**src/rtl/calendar_pkg.sv**
```systemverilog
// rtl/calendar_pkg.sv - shared calendar types and BCD constants for the date counter
package calendar_pkg;

    typedef enum logic {
        RUN   = 1'b0,
        CHECK = 1'b1
    } state_t;

    typedef enum logic [1:0] {
        LONG  = 2'd0,
        SHORT = 2'd1,
        FEB   = 2'd2
    } mclass_t;

    localparam logic [7:0] M_JAN = 8'h01;
    localparam logic [7:0] M_FEB = 8'h02;
    localparam logic [7:0] M_MAR = 8'h03;
    localparam logic [7:0] M_APR = 8'h04;
    localparam logic [7:0] M_MAY = 8'h05;
    localparam logic [7:0] M_JUN = 8'h06;
    localparam logic [7:0] M_JUL = 8'h07;
    localparam logic [7:0] M_AUG = 8'h08;
    localparam logic [7:0] M_SEP = 8'h09;
    localparam logic [7:0] M_OCT = 8'h10;
    localparam logic [7:0] M_NOV = 8'h11;
    localparam logic [7:0] M_DEC = 8'h12;

    localparam logic [7:0] D_01 = 8'h01;
    localparam logic [7:0] D_28 = 8'h28;
    localparam logic [7:0] D_29 = 8'h29;
    localparam logic [7:0] D_30 = 8'h30;
    localparam logic [7:0] D_31 = 8'h31;

    localparam logic [15:0] Y_MAX = 16'h9999;

    function automatic mclass_t month_class(input logic [7:0] month);
        case (month)
            M_FEB:                      return FEB;
            M_APR, M_JUN, M_SEP, M_NOV: return SHORT;
            default:                    return LONG;
        endcase
    endfunction

endpackage

```
**src/rtl/month_length.sv**
```systemverilog
// rtl/month_length.sv - maximum BCD day for a BCD month, February decided by the leap flag
module month_length
    import calendar_pkg::*;
(
    input  logic [7:0] i_month,
    input  logic       i_ly,
    output logic [7:0] o_len
);

    always_comb begin
        o_len = D_31;
        case (month_class(i_month))
            SHORT:   o_len = D_30;
            FEB:     o_len = i_ly ? D_29 : D_28;
            default: o_len = D_31;
        endcase
    end

endmodule

```
**src/rtl/bcd_date_counter.sv**
```systemverilog
// rtl/bcd_date_counter.sv - BCD year/month/day counter with validated load and Feb-29 leap check
module bcd_date_counter
    import calendar_pkg::*;
#(
    parameter logic [15:0] RST_YEAR  = 16'h2000,
    parameter logic [7:0]  RST_MONTH = 8'h01,
    parameter logic [7:0]  RST_DAY   = 8'h01
) (
    input  logic        clk,
    input  logic        rst_n,
    input  logic        adv,
    input  logic        load,
    input  logic [15:0] ld_year,
    input  logic [7:0]  ld_month,
    input  logic [7:0]  ld_day,
    input  logic        LY,
    output logic [3:0]  YM,
    output logic [3:0]  YH,
    output logic [3:0]  YT,
    output logic [3:0]  YO,
    output logic [3:0]  MT,
    output logic [3:0]  MO,
    output logic [3:0]  DT,
    output logic [3:0]  DO,
    output logic        busy,
    output logic        load_err,
    output logic        wrap
);

    state_t      r_state, w_state_nxt;
    logic [15:0] r_year, w_year_nxt, w_adv_year;
    logic [7:0]  r_month, w_month_nxt, w_adv_month;
    logic [7:0]  r_day, w_day_nxt, w_adv_day;
    logic        r_pending, w_pending_nxt;
    logic        r_load_err, w_load_err_nxt;
    logic        r_wrap, w_wrap_nxt, w_adv_wrap;
    logic [7:0]  w_cur_len, w_ld_len;
    logic        w_ld_ok;

    function automatic logic [7:0] bcd_inc8(input logic [7:0] v);
        if (v[3:0] == 4'd9) return {v[7:4] + 4'd1, 4'd0};
        return {v[7:4], v[3:0] + 4'd1};
    endfunction

    function automatic logic [15:0] bcd_inc16(input logic [15:0] v);
        logic [15:0] r;
        logic        c;
        r = v;
        c = 1'b1;
        for (int i = 0; i < 4; i++) begin
            if (c) begin
                if (v[i*4 +: 4] == 4'd9) begin
                    r[i*4 +: 4] = 4'd0;
                end else begin
                    r[i*4 +: 4] = v[i*4 +: 4] + 4'd1;
                    c = 1'b0;
                end
            end
        end
        return r;
    endfunction

    function automatic logic bcd_ok(input logic [31:0] v);
        logic ok;
        ok = 1'b1;
        for (int i = 0; i < 8; i++) begin
            if (v[i*4 +: 4] > 4'd9) ok = 1'b0;
        end
        return ok;
    endfunction

    month_length u_len_cur (.i_month(r_month),  .i_ly(LY),   .o_len(w_cur_len));
    // Loads are screened with Feb as 29; a non-leap Feb 29 is clamped later in CHECK.
    month_length u_len_ld  (.i_month(ld_month), .i_ly(1'b1), .o_len(w_ld_len));

    assign w_ld_ok = bcd_ok({ld_year, ld_month, ld_day})
                   && (ld_month >= M_JAN) && (ld_month <= M_DEC)
                   && (ld_day != 8'h00) && (ld_day <= w_ld_len);

    // Valid BCD compares correctly as plain binary, so day < len needs no digit split.
    always_comb begin
        w_adv_year  = r_year;
        w_adv_month = r_month;
        w_adv_day   = r_day;
        w_adv_wrap  = 1'b0;
        if (r_day < w_cur_len) begin
            w_adv_day = bcd_inc8(r_day);
        end else begin
            w_adv_day = D_01;
            if (r_month == M_DEC) begin
                w_adv_month = M_JAN;
                w_adv_year  = bcd_inc16(r_year);
                w_adv_wrap  = (r_year == Y_MAX);
            end else begin
                w_adv_month = bcd_inc8(r_month);
            end
        end
    end

    always_comb begin
        w_state_nxt    = r_state;
        w_year_nxt     = r_year;
        w_month_nxt    = r_month;
        w_day_nxt      = r_day;
        w_pending_nxt  = r_pending;
        w_load_err_nxt = 1'b0;
        w_wrap_nxt     = 1'b0;
        case (r_state)
            RUN: begin
                if (load) begin
                    if (!w_ld_ok) begin
                        w_load_err_nxt = 1'b1;
                    end else begin
                        w_year_nxt  = ld_year;
                        w_month_nxt = ld_month;
                        w_day_nxt   = ld_day;
                        if (adv) w_pending_nxt = 1'b1;
                        if (ld_month == M_FEB && ld_day == D_29) w_state_nxt = CHECK;
                    end
                end else if (r_pending || adv) begin
                    w_year_nxt    = w_adv_year;
                    w_month_nxt   = w_adv_month;
                    w_day_nxt     = w_adv_day;
                    w_wrap_nxt    = w_adv_wrap;
                    w_pending_nxt = 1'b0;
                end
            end
            CHECK: begin
                w_state_nxt = RUN;
                if (adv) w_pending_nxt = 1'b1;
                if (!LY) begin
                    w_day_nxt      = D_28;
                    w_load_err_nxt = 1'b1;
                end
            end
            default: w_state_nxt = RUN;
        endcase
    end

    always_ff @(posedge clk or negedge rst_n) begin
        if (!rst_n) begin
            r_state    <= RUN;
            r_year     <= RST_YEAR;
            r_month    <= RST_MONTH;
            r_day      <= RST_DAY;
            r_pending  <= 1'b0;
            r_load_err <= 1'b0;
            r_wrap     <= 1'b0;
        end else begin
            r_state    <= w_state_nxt;
            r_year     <= w_year_nxt;
            r_month    <= w_month_nxt;
            r_day      <= w_day_nxt;
            r_pending  <= w_pending_nxt;
            r_load_err <= w_load_err_nxt;
            r_wrap     <= w_wrap_nxt;
        end
    end

    assign {YM, YH, YT, YO} = r_year;
    assign {MT, MO}         = r_month;
    assign {DT, DO}         = r_day;
    assign busy             = (r_state == CHECK);
    assign load_err         = r_load_err;
    assign wrap             = r_wrap;

endmodule

```
**config.mk**
```make
export PLATFORM = sky130hd
export DESIGN_NAME = bcd_date_counter
export DESIGN_NICKNAME = d
export VERILOG_FILES = /design/src/rtl/calendar_pkg.sv /design/src/rtl/month_length.sv /design/src/rtl/bcd_date_counter.sv
export SDC_FILE = /design/constraint.sdc
export NUM_CORES = 1
export LEC_CHECK = 0
export BUFFER_PORTS_ARGS = -buffer_cell sky130_fd_sc_hd__buf_2
export CAP_MARGIN = 30
export CELL_PAD_IN_SITES_DETAIL_PLACEMENT = 1
export CELL_PAD_IN_SITES_GLOBAL_PLACEMENT = 1
export CORE_ASPECT_RATIO = 1.75
export CORE_MARGIN = 4
export CORE_UTILIZATION = 37
export CTS_CLUSTER_DIAMETER = 50
export DETAILED_ROUTE_END_ITERATION = 7
export PLACE_DENSITY_LB_ADDON = 0.1
export RECOVER_POWER = 100
export SLEW_MARGIN = 0
export SYNTH_ARGS = -nofsm -noshare
export SYNTH_HDL_FRONTEND = slang
export SYNTH_HIERARCHICAL = 1
export SYNTH_SLANG_ARGS = --single-unit
```
**constraint.sdc**
```tcl
create_clock -name clk -period 2.64 [get_ports clk]
set_clock_uncertainty 0.1 [all_clocks]
set_input_delay 0.528 -clock clk [delete_from_list [all_inputs] [get_ports clk]]
set_output_delay 0.528 -clock clk [all_outputs]
set_load 0.02 [all_outputs]
```
-- Word-level counts from Yosys, hierarchy flattened
Index checks and enable logic that the tools add are counted.
Widths: inputs -> output; s select.
- multiplexer cells: 74
- div/mod/pow operators: 0
- shift-type cells: 0
- add/subtract/negate cells: 8
- multipliers: 0
- order comparisons: 12
- bitwise operators: 1
- reductions and logical operators: 24
- equality and inequality tests: 29
- operators by type and width (cell ; number):
    $mux 8 ; 14
    $mux 16 ; 5
    $mux 1 ; 40
    $add 4x1->4 const B ; 8
    $eq 8x3->1 const B ; 4
    $gt 4x4->1 const B ; 8
    $pmux 8 s2 ; 2
    $mux 4 ; 7
    $eq 4x4->1 const B ; 6
    $eq 8x5->1 const B ; 3
    $reduce_and 6->1 ; 3
    $eq 16x16->1 const B ; 1
    $eq 8x2->1 const B ; 2
    $eq 8x4->1 const B ; 2
    $pmux 5 s2 ; 1
    $reduce_and 5->1 ; 2
    $reduce_bool 2->1 ; 5
    $eq 8x6->1 const B ; 1
    $ge 8x1->1 const B ; 1
    $le 8x5->1 const B ; 1
    $le 8x8->1 ; 1
    $lt 8x8->1 ; 1
    $pmux 2 s2 ; 2
    $reduce_and 4->1 ; 2
    15 further kinds ; 26
- output and inout bits: 35
- bits in registers: 36
- memory bits (read-only): 0
- latch bits: 0
- input bits: 37
- memories: 0
- memory bits (writable): 0

-- Logic depth before layout (Yosys ltp)
Gate-level depths: netlist of run 1.
- depth in word-level cells: 18
- gate-level depth with buffers: 12
- mapped depth without buffers: 11

-- Cells and area by module
Netlist of run 1, hierarchy kept.
- modules (own cells, without submodules) (module ; area an instance (sq um) ; times used ; cells each):
    bcd_date_counter ; 3055.4 ; 1 ; 366
    month_length ; 115.1 ; 2 ; 16

-- Least setup slack after synthesis of run 1
No wires, ideal clock.
- kind: register -> register
- start: register r_month[4]
- end: register r_month[3]
- setup time: 0.125 ns
- data arrival time: 2.770 ns
- required time: 2.415 ns
- clock period less this slack: 2.995 ns
- stages on the path, launching flop included: 12
- buffers on the path: 0
- path slack: -0.355 ns
- cells stage by stage: dfrtp_1 -> nor3_1 -> nand4b_1 -> inv_1 -> inv_1 -> ha_1 -> o211ai_1 -> nor2_1 -> a211oi_1 -> nor3_1 -> nand2_1 -> mux2_2
- word-level cells in the longest chain between the ends: 8
- elaborated cells between the ends (all ways): 18
- those cells by class: 1 x order compare; 9 x eq/ne; 6 x mux; 2 x reduce/logical
- ends and longest elaborated chain (item ; line ; source):
    start, declared ; bcd_date_counter.sv:32 ; logic [7:0] r_month, w_month_nxt, w_adv_month;
    start signal, assigned ; bcd_date_counter.sv:152 ; r_month <= w_month_nxt;
    $eq 8x3->1 (tied with other cells) ; calendar_pkg.sv:37 ; case (month)
    $reduce_or 4->1 ; calendar_pkg.sv:37 ;
    $pmux 2 s2 * ; calendar_pkg.sv:37 ;
    $eq 2x2->1 or $eq 2x1->1 (tied branches) ; month_length.sv:12 ; case (month_class(i_month))
    $pmux 8 s2 * ; month_length.sv:12 ;
    named net w_cur_len[4] ; bcd_date_counter.sv:37 ; logic [7:0] w_cur_len, w_ld_len;
    $lt 8x8->1 * ; bcd_date_counter.sv:86 ; if (r_day < w_cur_len) begin
    $ne 2x2->1 (no line) * ; - ;
    $reduce_and 4->1 (no line) * ; - ;
The timed path passes the listed nets; every way through them passes the cells marked *. The select of a mux whose other input is x is not followed.
A chain may end at the register's enable or synchronous reset.

-- Worst setup path in the final report of run 1
- start: input port ld_month[7]
- end: register r_month[5]
- elaborated cells between the ends (all ways): 25
- those cells by class: 4 x order compare; 8 x eq/ne; 7 x mux; 6 x reduce/logical
- RTL lines (item ; line ; source):
    start, declared ; bcd_date_counter.sv:14 ; input logic [7:0] ld_month,
    $eq 8x3->1 (tied with other cells) ; calendar_pkg.sv:37 ;
    $reduce_or 4->1 ; calendar_pkg.sv:37 ;
    $pmux 2 s2 * ; calendar_pkg.sv:37 ;
    $eq 2x2->1 or $eq 2x1->1 (tied branches) ; month_length.sv:12 ;
    $pmux 5 s2 * ; month_length.sv:12 ;
    named net w_ld_len[4] ; bcd_date_counter.sv:37 ;
    $le 8x8->1 * ; bcd_date_counter.sv:78 ; && (ld_day != 8'h00) && (ld_day <= w_ld_len);
    $logic_and 1x1->1 * ; bcd_date_counter.sv:78 ;
    $ne 2x1->1 (no line) * ; - ;
    $reduce_and 5->1 (no line) * ; - ;
The timed path passes the listed nets; every way through them passes the cells marked *.

==> results.json, run 1 <==
{
  "synthFlopType": "dfrtp_1",
  "clkTransAtPathRegs_ns": 0.06,
  "fin_crit_ns": 2.95,
  "synth_top_cell_area_share_pct": 25.1,
  "grt_setup_unrepaired": "yes",
  "insertedDiodeCount": 0,
  "area_delta_synth_final_pct": 56.2,
  "cp_num_buf_inv": 6,
  "gp_congestion": 0.830,
  "wl_per_cell_um": 21.0,
  "antenna_found_initial": 0,
  "routed_wirelength_um": 14500,
  "grt_overflow_total": 0,
  "instances_no_fill": 692,
  "async_reset_ff_share_pct": 100,
  "synth_edf_count": 0,
  "worstPathCellList": "buf_2, nor3_4, nand4b_1, inv_1, inv_2, ha_4, nand4_1, nor2_2, a211oi_4, buf_12, o31ai_4, buf_6, o211ai_1, buf_4, a32oi_2",
  "htreeDepth": 2,
  "ant_nets": 0,
  "grt_usage_pct": 27.3,
  "remaining_drc_errors": 0,
  "row_count": 45,
  "die_x_um": 79.2,
  "synth_most_common_cell": "inv_1",
  "post_dp_cell_area_mm2": 0.00451,
  "chipHeight_um": 133,
  "hp-class": "reg2reg",
  "ir_drop_v": 0.000330,
  "final-hold-violation-count": 0,
  "yosysSeqAreaShare_pct": 27.5,
  "vias": 3938,
  "netlist-cell-type-count": 62,
  "cts.sinks": 36,
  "dr.first_iter.drc_count": 270,
  "initial_core_util_pct": 37.9,
  "setup_viol": 34,
  "slew_headroom_pct": -14.5,
  "grt_max_degree": 28,
  "powerDensity_mw_per_mm2": 702,
  "violations": "capacitance limit, slew limit, setup timing",
  "crit_path_max_incr_delay_ns": 0.32,
  "design_area_mm2": 0.00513,
  "cp_max_fo": 4,
  "critPathLaunchType": "primary input",
  "nNetsFinal": 631,
  "max_freq_mhz": 339,
  "seq_area_um2": 910,
  "min-delay-start": "r_day[0]$_DFFE_PN1P_",
  "grt_pass1_vias": 4342,
  "cts_tree": "yes",
  "netlist_top_cells_area": "dfrtp_1 (25%), ha_1 (7.6%), inv_1 (4.0%)",
  "die-area_mm2": 0.0105,
  "cp-startpoint": "ld_month[7]",
  "maxSlewViolCount": 28,
  "synth_area_mm2": 0.00329,
  "crit_arrival_ns": 3.05,
  "drt_pass1_iterations": 4,
  "fp.coreArea_mm2": 0.00867,
  "r2r-start": "r_month[7]$_DFFE_PN0P_",
  "portBuffers": 71,
  "yosys.area.top_type": "dfrtp_1",
  "final.fill_count": 1098,
  "netlist_instances": 398,
  "path_class": "in2reg",
  "grt_pass1_wl_um": 22300,
  "status": "complete, but fails checks",
  "avgSynthCellArea_um2": 8.26,
  "critPathRequiredTime_ns": 2.74,
  "ctsHoldBuffers": 0,
  "root_buffer": "clkbuf_16",
  "crit_family": "buffers and inverters",
  "multi_input_area_mm2": 0.00248,
  "dp.cells": 669,
  "tightest_slew_ns": 1.72,
  "maxCapViolCount": 1,
  "clk_path_buf_depth": 2,
  "synth.top_cells.by_count": "inv_1 (35), dfrtp_1 (33), nand2_1 (30)",
  "place_hpwl_um": 10400,
  "synth_seq_cells": 36,
  "drive_above_1_share_pct": 40.5,
  "io_pins": 72,
  "finalCritPeriodShare_pct": 112,
  "endpoint_kind": "register",
  "synth_warnings": 6,
  "setup_ws_ns": -0.312,
  "cp_slowest_cell": "o31ai_4",
  "cts_buffers": 5,
  "viasPerCell": 5.69,
  "power.leakage_nw": 2.28,
  "clk_latency_ns": 0.29
}
-- path summary, 6_finish.rpt --
| kind | end | slack (ns) | cells after the start |
|---|---|---|---|
| setup / recovery | r_month[5]$_DFFE_PN0P_ | -0.31 | 15 |
| hold / removal | r_day[0]$_DFFE_PN1P_ | 0.43 | 2 |
| setup reg to reg | r_month[5]$_DFFE_PN0P_ | -0.25 | 13 |
| hold reg to reg | r_day[0]$_DFFE_PN1P_ | 0.43 | 2 |
| max in group asynchronous | r_day[1]$_DFFE_PN0P_ | 0.58 | 2 |
| min in group asynchronous | r_year[8]$_DFFE_PN0P_ | 0.57 | 1 |
-- routing by layer --
layer,part of all wire (%),GRT usage [%]
met5,0,0
met4,4.5,15.5
met3,2.9,3.54
met2,57,51.1
met1,36,28.1
-- repair_timing --
item | CTS | global route
endpoints found under the setup margin | 33 | 34
buffers inserted | 9 | 9
pin swaps | 39 | 16
resized for setup | 61 | 19
-- flip-flops by register name, indices dropped and copies added (netlist names) --
register   flops
r_pending      1
busy           1
load_err       1
r_month        8
r_day          8
r_year        16
wrap           1
-- power by group --
| part | total, W | internal [W] | switching [W] | leakage [nW] |
|---|---|---|---|---|
| clock network | 0.000628 | 0.000373 | 0.000255 | 0.0766 |
| logic | 0.00203 | 0.000887 | 0.00114 | 1.76 |
| registers | 0.000948 | 0.000725 | 0.000223 | 0.436 |
-- cell type report --
type / count / share of cell area [%]
multi-input cells: 307 / 48.4
clock inverters: 2 / 0.195
flip-flops and latches: 36 / 17.7
clock buffers: 6 / 2.71
inverters: 35 / 2.56
repair buffers: 189 / 25.5
well taps: 117 / 2.85
-- stage by stage --
stage          setup TNS [ns]  utilization (%)  hold WS [ns]  setup WS [ns]  total power (W)
2_1_floorplan          -0.300                -         0.132        -0.0675          0.00192
3_3_place_gp            -9.29             52.0         0.413         -0.471          0.00267
3_5_place_dp           -11.99             52.0         0.428         -0.551          0.00273
4_1_cts                 -3.22             57.6         0.200         -0.200          0.00354
5_1_grt                 -9.90             59.2         0.445         -0.444          0.00383
6_report                -6.05             59.2         0.431         -0.312          0.00360
-- worst reg2reg max path, cell delays in order (launching register included) --
cell      delay, ns
dfrtp_2        0.42
nor3_4         0.22
nand4b_1       0.17
inv_1          0.08
inv_1          0.04
ha_1           0.26
o211ai_1       0.12
nor2_2         0.23
a211oi_4       0.12
buf_4          0.16
nor3_4         0.22
o211ai_1       0.28
buf_4          0.22
a32oi_2        0.14
-- layout by cell type (no fill, tap or decap), types with 7 or more instances in the layout --
| cell type | netlist | layout |
|---|---|---|
| nand4_1 | 10 | 10 |
| nand3_1 | 9 | 9 |
| a21oi_1 | 25 | 21 |
| clkbuf_1 | 10 | 33 |
| o21ai_0 | 25 | 23 |
| buf_2 | 5 | 37 |
| buf_4 | 10 | 97 |
| mux2i_1 | 8 | 7 |
| conb_1 | 5 | 11 |
| nor2b_1 | 7 | 7 |
| ha_1 | 20 | 19 |
| o211ai_1 | 9 | 9 |
| inv_1 | 35 | 34 |
| nor2_1 | 15 | 10 |
| nor3_1 | 16 | 10 |
| nand2_1 | 30 | 27 |
| dfrtp_1 | 33 | 29 |
| buf_6 | 1 | 19 |
-- kinds of logic (layout without fill, tap and decap cells) --
family          Yosys count  count (layout)  synth area share (%)
simple gates            135             135                  24.4
mux                      11              11                  3.47
buf+inv                  61             232                  8.53
xor+xnor                  4               4                  1.07
compound gates          126             126                  26.8
flops                    36              36                  27.5
other cells               5              11                 0.571
fa+ha+maj                20              20                  7.62
Power figures use the tool's default switching activity.
==> run 2, diff against run 1 <==
--- a/config.mk
+++ b/config.mk
@@ -9,7 +9,7 @@
 export CAP_MARGIN = 30
 export CELL_PAD_IN_SITES_DETAIL_PLACEMENT = 1
 export CELL_PAD_IN_SITES_GLOBAL_PLACEMENT = 1
-export CORE_ASPECT_RATIO = 1.75
+export CORE_ASPECT_RATIO = 1.25
 export CORE_MARGIN = 4
 export CORE_UTILIZATION = 37
 export CTS_CLUSTER_DIAMETER = 50
==> run 2 against run 1 <==
Net effect:
- count of clock-buffer cells in the layout unchanged
- global-route usage shrank 2.9 points
- worst setup slack better by 0.058 ns
- cell count shrank 1.4%
- the flow still finishes with violations (capacitance limit, slew limit, setup timing)
- combinational power decreased by 2%
- critical path depth is 2 lower
- flip-flop and latch count is the same
- first-iteration DRC count shrank 28%
- utilization shrank 2.7 points
- sequential power about the same
- critical path type is now reg2reg
==> results.json, run 2 (same netlist as run 1, synthesis figures left out) <==
{
  "htreeDepth": 2,
  "insertedDiodeCount": 0,
  "crit_family": "compound AO/OA/AOI/OAI gates",
  "status": "complete, but fails checks",
  "design_area_mm2": 0.00489,
  "clkTransAtPathRegs_ns": 0.09,
  "antenna_found_initial": 0,
  "wl_per_cell_um": 19.0,
  "final.fill_count": 1088,
  "finalCritPeriodShare_pct": 110,
  "setup_ws_ns": -0.254,
  "crit_path_max_incr_delay_ns": 0.43,
  "maxSlewViolCount": 37,
  "wl_met3_um": 530,
  "initial_core_util_pct": 38.0,
  "grt_usage_pct": 24.4,
  "die_x_um": 92.3,
  "violations": "capacitance limit, slew limit, setup timing",
  "powerDensity_mw_per_mm2": 692,
  "grt_pass1_wl_um": 20600,
  "clk_path_buf_depth": 2,
  "grt_overflow_total": 0,
  "regMostFlops": "r_year",
  "path_class": "reg2reg",
  "fin_crit_ns": 2.89,
  "grt_setup_unrepaired": "yes",
  "nNetsFinal": 618,
  "final_cell_mix": "buf_4 (89), buf_2 (40), inv_1 (33), clkbuf_1 (32), dfrtp_1 (29)",
  "slew_headroom_pct": -47.1,
  "die-area_mm2": 0.0105,
  "cp_slowest_cell": "dfrtp_2",
  "portBuffers": 71,
  "cts_tree": "yes",
  "crit_arrival_ns": 2.99,
  "dr.first_iter.drc_count": 194,
  "post_dp_cell_area_mm2": 0.00446,
  "critPathLaunchType": "register",
  "io_pins": 72,
  "fp.coreArea_mm2": 0.00865,
  "drive_above_1_share_pct": 38.6,
  "vias": 3850,
  "grt_max_degree": 37,
  "grt_pass1_vias": 4186,
  "cts_buffers": 5,
  "remaining_drc_errors": 0,
  "wl_met1_um": 5150,
  "largest_register_ffs": 16,
  "final_util_pct": 56.5,
  "worstPathCellList": "nor3_4, nand4b_1, inv_1, inv_2, ha_4, o211ai_1, nor2_2, buf_4, a211o_4, nand2_2, buf_4, a211oi_1, a221oi_2",
  "root_buffer": "clkbuf_8",
  "area_delta_synth_final_pct": 48.9,
  "top_regs": "r_year x16, r_day x8, r_month x8",
  "cts.sinks": 36,
  "row_count": 38,
  "ctsHoldBuffers": 0,
  "final-hold-violation-count": 0,
  "clk_latency_ns": 0.31,
  "hp-class": "in2reg",
  "cp_num_buf_inv": 4,
  "final_common_cell": "buf_4",
  "top_layer_used": "met4",
  "met2_length_um": 6990,
  "max_freq_mhz": 346,
  "power.leakage_nw": 2.17,
  "dp.cells": 664,
  "tightest_slew_ns": 2.21,
  "endpoint_kind": "register",
  "place_hpwl_um": 9730,
  "ant_nets": 0,
  "setup_viol": 29,
  "crit_top_cell": "buf_4",
  "instances_no_fill": 682,
  "critPathRequiredTime_ns": 2.73,
  "chipHeight_um": 113,
  "maxCapViolCount": 1,
  "gp_congestion": 0.851,
  "drt_pass1_iterations": 5,
  "viasPerCell": 5.65,
  "cp_max_fo": 6,
  "routed_wirelength_um": 13000,
  "ir_drop_v": 0.000269
}
==> run 2: changes by cell type in the layout (fill, tap and decap cells not counted), sizes merged <==
cell	delta
buf	-12
clkbuf	-1
==> run 2: per-stage QoR <==
step                setup slack (ns)  TNS, ns  hold WS, ns  total power [W]
global placement              -0.390    -9.49        0.422          0.00264
detailed placement            -0.507   -12.95        0.430          0.00271
CTS                           -0.179    -3.24        0.269          0.00328
finish                        -0.254    -3.73        0.404          0.00339
global route                  -0.442    -8.60        0.423          0.00363
floorplan                    -0.0675   -0.300        0.132          0.00192
==> run 2: worst reg2reg max path: cells and delay by family, from the launching register on <==
kind | cells | cell delay, ns
flip-flops | 1 | 0.43
adder cells (fa/ha/maj) | 1 | 0.20
buffers and inverters | 4 | 0.48
AND/OR/NAND/NOR | 4 | 0.63
AO/OA/AOI/OAI | 4 | 0.96
==> run 2: area by class of cell <==
class                           instances  area [um2]  share of cell area, %
Clock buffer                            6        82.6                   1.69
Timing Repair Buffer                  176        1170                   23.8
Inverter                               35         131                   2.69
Sequential cell                        36         910                   18.6
Tap cell                              120         150                   3.07
Multi-Input combinational cell        307        2440                   49.9
Clock inverter                          2        10.0                  0.205
==> run 2: final timing paths <==
check / slack (ns) / cells past startpoint / startpoint / endpoint
min in group asynchronous: 0.75 / 1 / rst_n / r_year[0]$_DFFE_PN0P_
max in group asynchronous: 0.24 / 1 / rst_n / r_month[7]$_DFFE_PN0P_
hold / removal: 0.40 / 3 / ld_year[0] / r_year[0]$_DFFE_PN0P_
setup / recovery: -0.25 / 13 / r_month[7]$_DFFE_PN0P_ / r_month[7]$_DFFE_PN0P_
setup reg to reg: -0.25 / 13 / r_month[7]$_DFFE_PN0P_ / r_month[7]$_DFFE_PN0P_
hold reg to reg: 0.43 / 2 / r_day[0]$_DFFE_PN1P_ / r_day[0]$_DFFE_PN1P_
==> run 2: timing repair <==
item                       4_1_cts  5_1_grt
resized for setup               41       26
setup buffers                    8        6
pin swaps                       23       11
setup endpoints to repair       32       32
==> run 2: power breakdown <==
group          total [W]  switching [W]  leakage (nW)  internal (W)
combinational    0.00199        0.00110          1.68      0.000889
sequential      0.000950       0.000228         0.435      0.000722
clock           0.000445       0.000236        0.0510      0.000209
==> run 2: metal layers <==
metal | vias up | global-route usage [%]
met4 | 0 | 9.22
met2 | 93 | 45.4
met3 | 21 | 2.73
li1 | 1808 | -
met1 | 1928 | 28.5
met5 | - | 0
==> run 3, diff against run 2 <==
--- a/config.mk
+++ b/config.mk
@@ -11,7 +11,7 @@
 export CELL_PAD_IN_SITES_GLOBAL_PLACEMENT = 1
 export CORE_ASPECT_RATIO = 1.25
 export CORE_MARGIN = 4
-export CORE_UTILIZATION = 37
+export CORE_UTILIZATION = 35
 export CTS_CLUSTER_DIAMETER = 50
 export DETAILED_ROUTE_END_ITERATION = 7
 export PLACE_DENSITY_LB_ADDON = 0.1
@@ -19,5 +19,4 @@
 export SLEW_MARGIN = 0
 export SYNTH_ARGS = -nofsm -noshare
 export SYNTH_HDL_FRONTEND = slang
-export SYNTH_HIERARCHICAL = 1
 export SYNTH_SLANG_ARGS = --single-unit
==> run 3 against run 2 <==
Net effect:
- critical endpoint is now r_year[3]$_DFFE_PN0P_
- register-to-register slack got worse by 0.16 ns
- sequential share of layout area grew 3.4 points
- clock power about the same
- routed wire length fell by 9.6%
- the flow still finishes with violations (capacitance limit, slew limit, setup timing)
- total power fell by 14%
- synthesized cell count fell by 17%
==> results.json, run 3 <==
{
  "finalCritPeriodShare_pct": 116,
  "htreeDepth": 2,
  "antenna_found_initial": 0,
  "hold_end": "r_year[9]$_DFFE_PN0P_",
  "crit_arrival_ns": 3.14,
  "grt_overflow_total": 0,
  "synth.top_cells.by_count": "dfrtp_1 (33), o21ai_0 (28), nor2_1 (26)",
  "synthFlopType": "dfrtp_1",
  "io_pins": 72,
  "powerDensity_mw_per_mm2": 707,
  "drt_pass1_iterations": 4,
  "violations": "capacitance limit, slew limit, setup timing",
  "cts_buffers": 5,
  "largest_register_ffs": 16,
  "hp-class": "in2reg",
  "final_util_pct": 54.8,
  "busiest_layer": "met2",
  "critPathLaunchType": "register",
  "die_x_um": 87.3,
  "final_cell_mix": "buf_4 (60), buf_2 (36), clkbuf_1 (34), dfrtp_1 (31), nor2_1 (25)",
  "grt_util_met2_pct": 43.8,
  "syn_nets": 377,
  "initial_core_util_pct": 36.5,
  "synth_area_mm2": 0.00275,
  "cts.sinks": 36,
  "top_regs": "r_year x16, r_day x8, r_month x8",
  "remaining_drc_errors": 0,
  "synth_seq_cells": 36,
  "min-delay-start": "ld_year[9]",
  "endpoint_kind": "register",
  "wl_per_cell_um": 21.2,
  "max_freq_mhz": 327,
  "slew_headroom_pct": -47.1,
  "setup_ws_ns": -0.415,
  "chipHeight_um": 107,
  "netlist_instances": 329,
  "maxSlewViolCount": 37,
  "gp_congestion": 0.842,
  "dr.first_iter.drc_count": 90,
  "met3_usage_pct": 3.77,
  "synth_most_common_cell": "dfrtp_1",
  "area_delta_synth_final_pct": 50.1,
  "clkTransAtPathRegs_ns": 0.09,
  "grt_usage_pct": 23.9,
  "cts_tree": "yes",
  "tightest_slew_ns": 2.21,
  "dp.cells": 537,
  "setup_viol": 33,
  "whs_ns": 0.349,
  "async_reset_ff_share_pct": 100,
  "ctsHoldBuffers": 0,
  "min_path_cells": 3,
  "instances_no_fill": 555,
  "avgSynthCellArea_um2": 8.36,
  "use_met1_pct": 27.8,
  "status": "complete, but fails checks",
  "final_common_cell": "buf_4",
  "final-hold-violation-count": 0,
  "viasPerCell": 5.94,
  "grt_pass1_wl_um": 17500,
  "place_hpwl_um": 8270,
  "clk_path_buf_depth": 2,
  "r2r-start": "r_month[2]$_DFFE_PN0P_",
  "row_count": 35,
  "grt_pass1_vias": 3494,
  "critPathRequiredTime_ns": 2.73,
  "maxCapViolCount": 1,
  "netlist-cell-type-count": 68,
  "power.leakage_nw": 1.80,
  "fin_crit_ns": 3.05,
  "reg2reg_slack_ns": -0.41,
  "root_buffer": "clkbuf_8",
  "yosys.area.top_type": "dfrtp_1",
  "synth_top_cell_area_share_pct": 30.0,
  "fp.coreArea_mm2": 0.00753,
  "vias": 3299,
  "tns_ns": -10.89,
  "insertedDiodeCount": 0,
  "grt_max_degree": 37,
  "nNetsFinal": 510,
  "synth_warnings": 0,
  "p_total_w": 0.00292,
  "drive_above_1_share_pct": 37.1,
  "netlist_top_cells_area": "dfrtp_1 (30%), o21ai_0 (5.1%), ha_1 (5.0%)",
  "r2r_cells": 10,
  "cp_max_fo": 9,
  "clk_latency_ns": 0.30,
  "synth_edf_count": 0,
  "grt_setup_unrepaired": "yes",
  "regMostFlops": "r_year",
  "die-area_mm2": 0.00935,
  "ant_nets": 0,
  "path_class": "reg2reg",
  "routed_wirelength_um": 11700,
  "ir_drop_v": 0.000397,
  "portBuffers": 71,
  "r2r_end": "r_year[3]$_DFFE_PN0P_",
  "yosysSeqAreaShare_pct": 32.9
}
run 3: worst max path at each step:
| stage | startpoint | to | slack (ns) | depth (start not counted) |
|---|---|---|---|---|
| after floorplan | ld_month[4] | r_year[6]$_DFFE_PN0P_ | -0.34 | 11 |
| after global placement | ld_month[6] | r_year[11]$_DFFE_PN0P_ | -0.56 | 11 |
| after detailed placement | ld_month[0] | r_year[11]$_DFFE_PN0P_ | -0.69 | 13 |
| after CTS | r_month[2]$_DFFE_PN0P_ | r_year[12]$_DFFE_PN0P_ | -0.36 | 10 |
| after global routing | r_month[2]$_DFFE_PN0P_ | r_month[4]$_DFFE_PN0P_ | -0.50 | 11 |
| final | r_month[2]$_DFFE_PN0P_ | r_year[3]$_DFFE_PN0P_ | -0.41 | 10 |
run 3: power breakdown:
group / switching (W) / leakage [nW] / internal, W
sequential: 0.000170 / 0.435 / 0.000689
combinational: 0.000913 / 1.31 / 0.000701
clock: 0.000231 / 0.0455 / 0.000214
run 3: stage by stage:
| stage | area, um2 | worst slack, ns |
|---|---|---|
| 5_1_grt | 4130 | -0.504 |
| 3_3_place_gp | 3700 | -0.561 |
| 6_report | 4130 | -0.415 |
| 4_1_cts | 3920 | -0.358 |
| 3_5_place_dp | 3700 | -0.694 |
| 2_1_floorplan | 2870 | -0.340 |
run 3: cell type report:
cell class                      count  area (um2)
Clock buffer                        8        90.1
Fill cell                         951        3400
Timing Repair Buffer              141         927
Tap cell                           92         115
Sequential cell                    36         907
Inverter                           24        90.1
Multi-Input combinational cell    254        2000
run 3: critical path, cell delays in order, from the launching register on:
cell     delay (ns)
dfrtp_2        0.43
nor4b_4        0.33
nand3_2        0.15
ha_4           0.19
or4_4          0.42
a311o_1        0.30
o32a_4         0.39
nor2_4         0.15
buf_12         0.14
nor3_2         0.05
mux2_2         0.30
run 3: what timing repair did:
item	4_1_cts	5_1_grt
gates resized for setup	13	50
hold endpoints to repair	0	0
buffers inserted	7	3
pin swaps	11	11
endpoints found under the setup margin	34	36
run 3: cell families (layout without fill, tap and decap cells):
logic type	Yosys count	after routing	share of synthesized area [%]
adders and majority gates	11	11	5.00
buffers and inverters	39	173	5.96
DFF	36	36	32.9
and+or+nand+nor	131	131	26.7
AOI/OAI and AO/OA	105	105	26.9
muxes	6	6	2.23
xor gates and xnor gates	1	1	0.318
run 3: metal layers:
| metal | wire length [um] | up-vias |
|---|---|---|
| li1 | - | 1520 |
| met1 | 4560 | 1647 |
| met2 | 6300 | 111 |
| met3 | 632 | 21 |
| met5 | 0 | - |
| met4 | 252 | 0 |
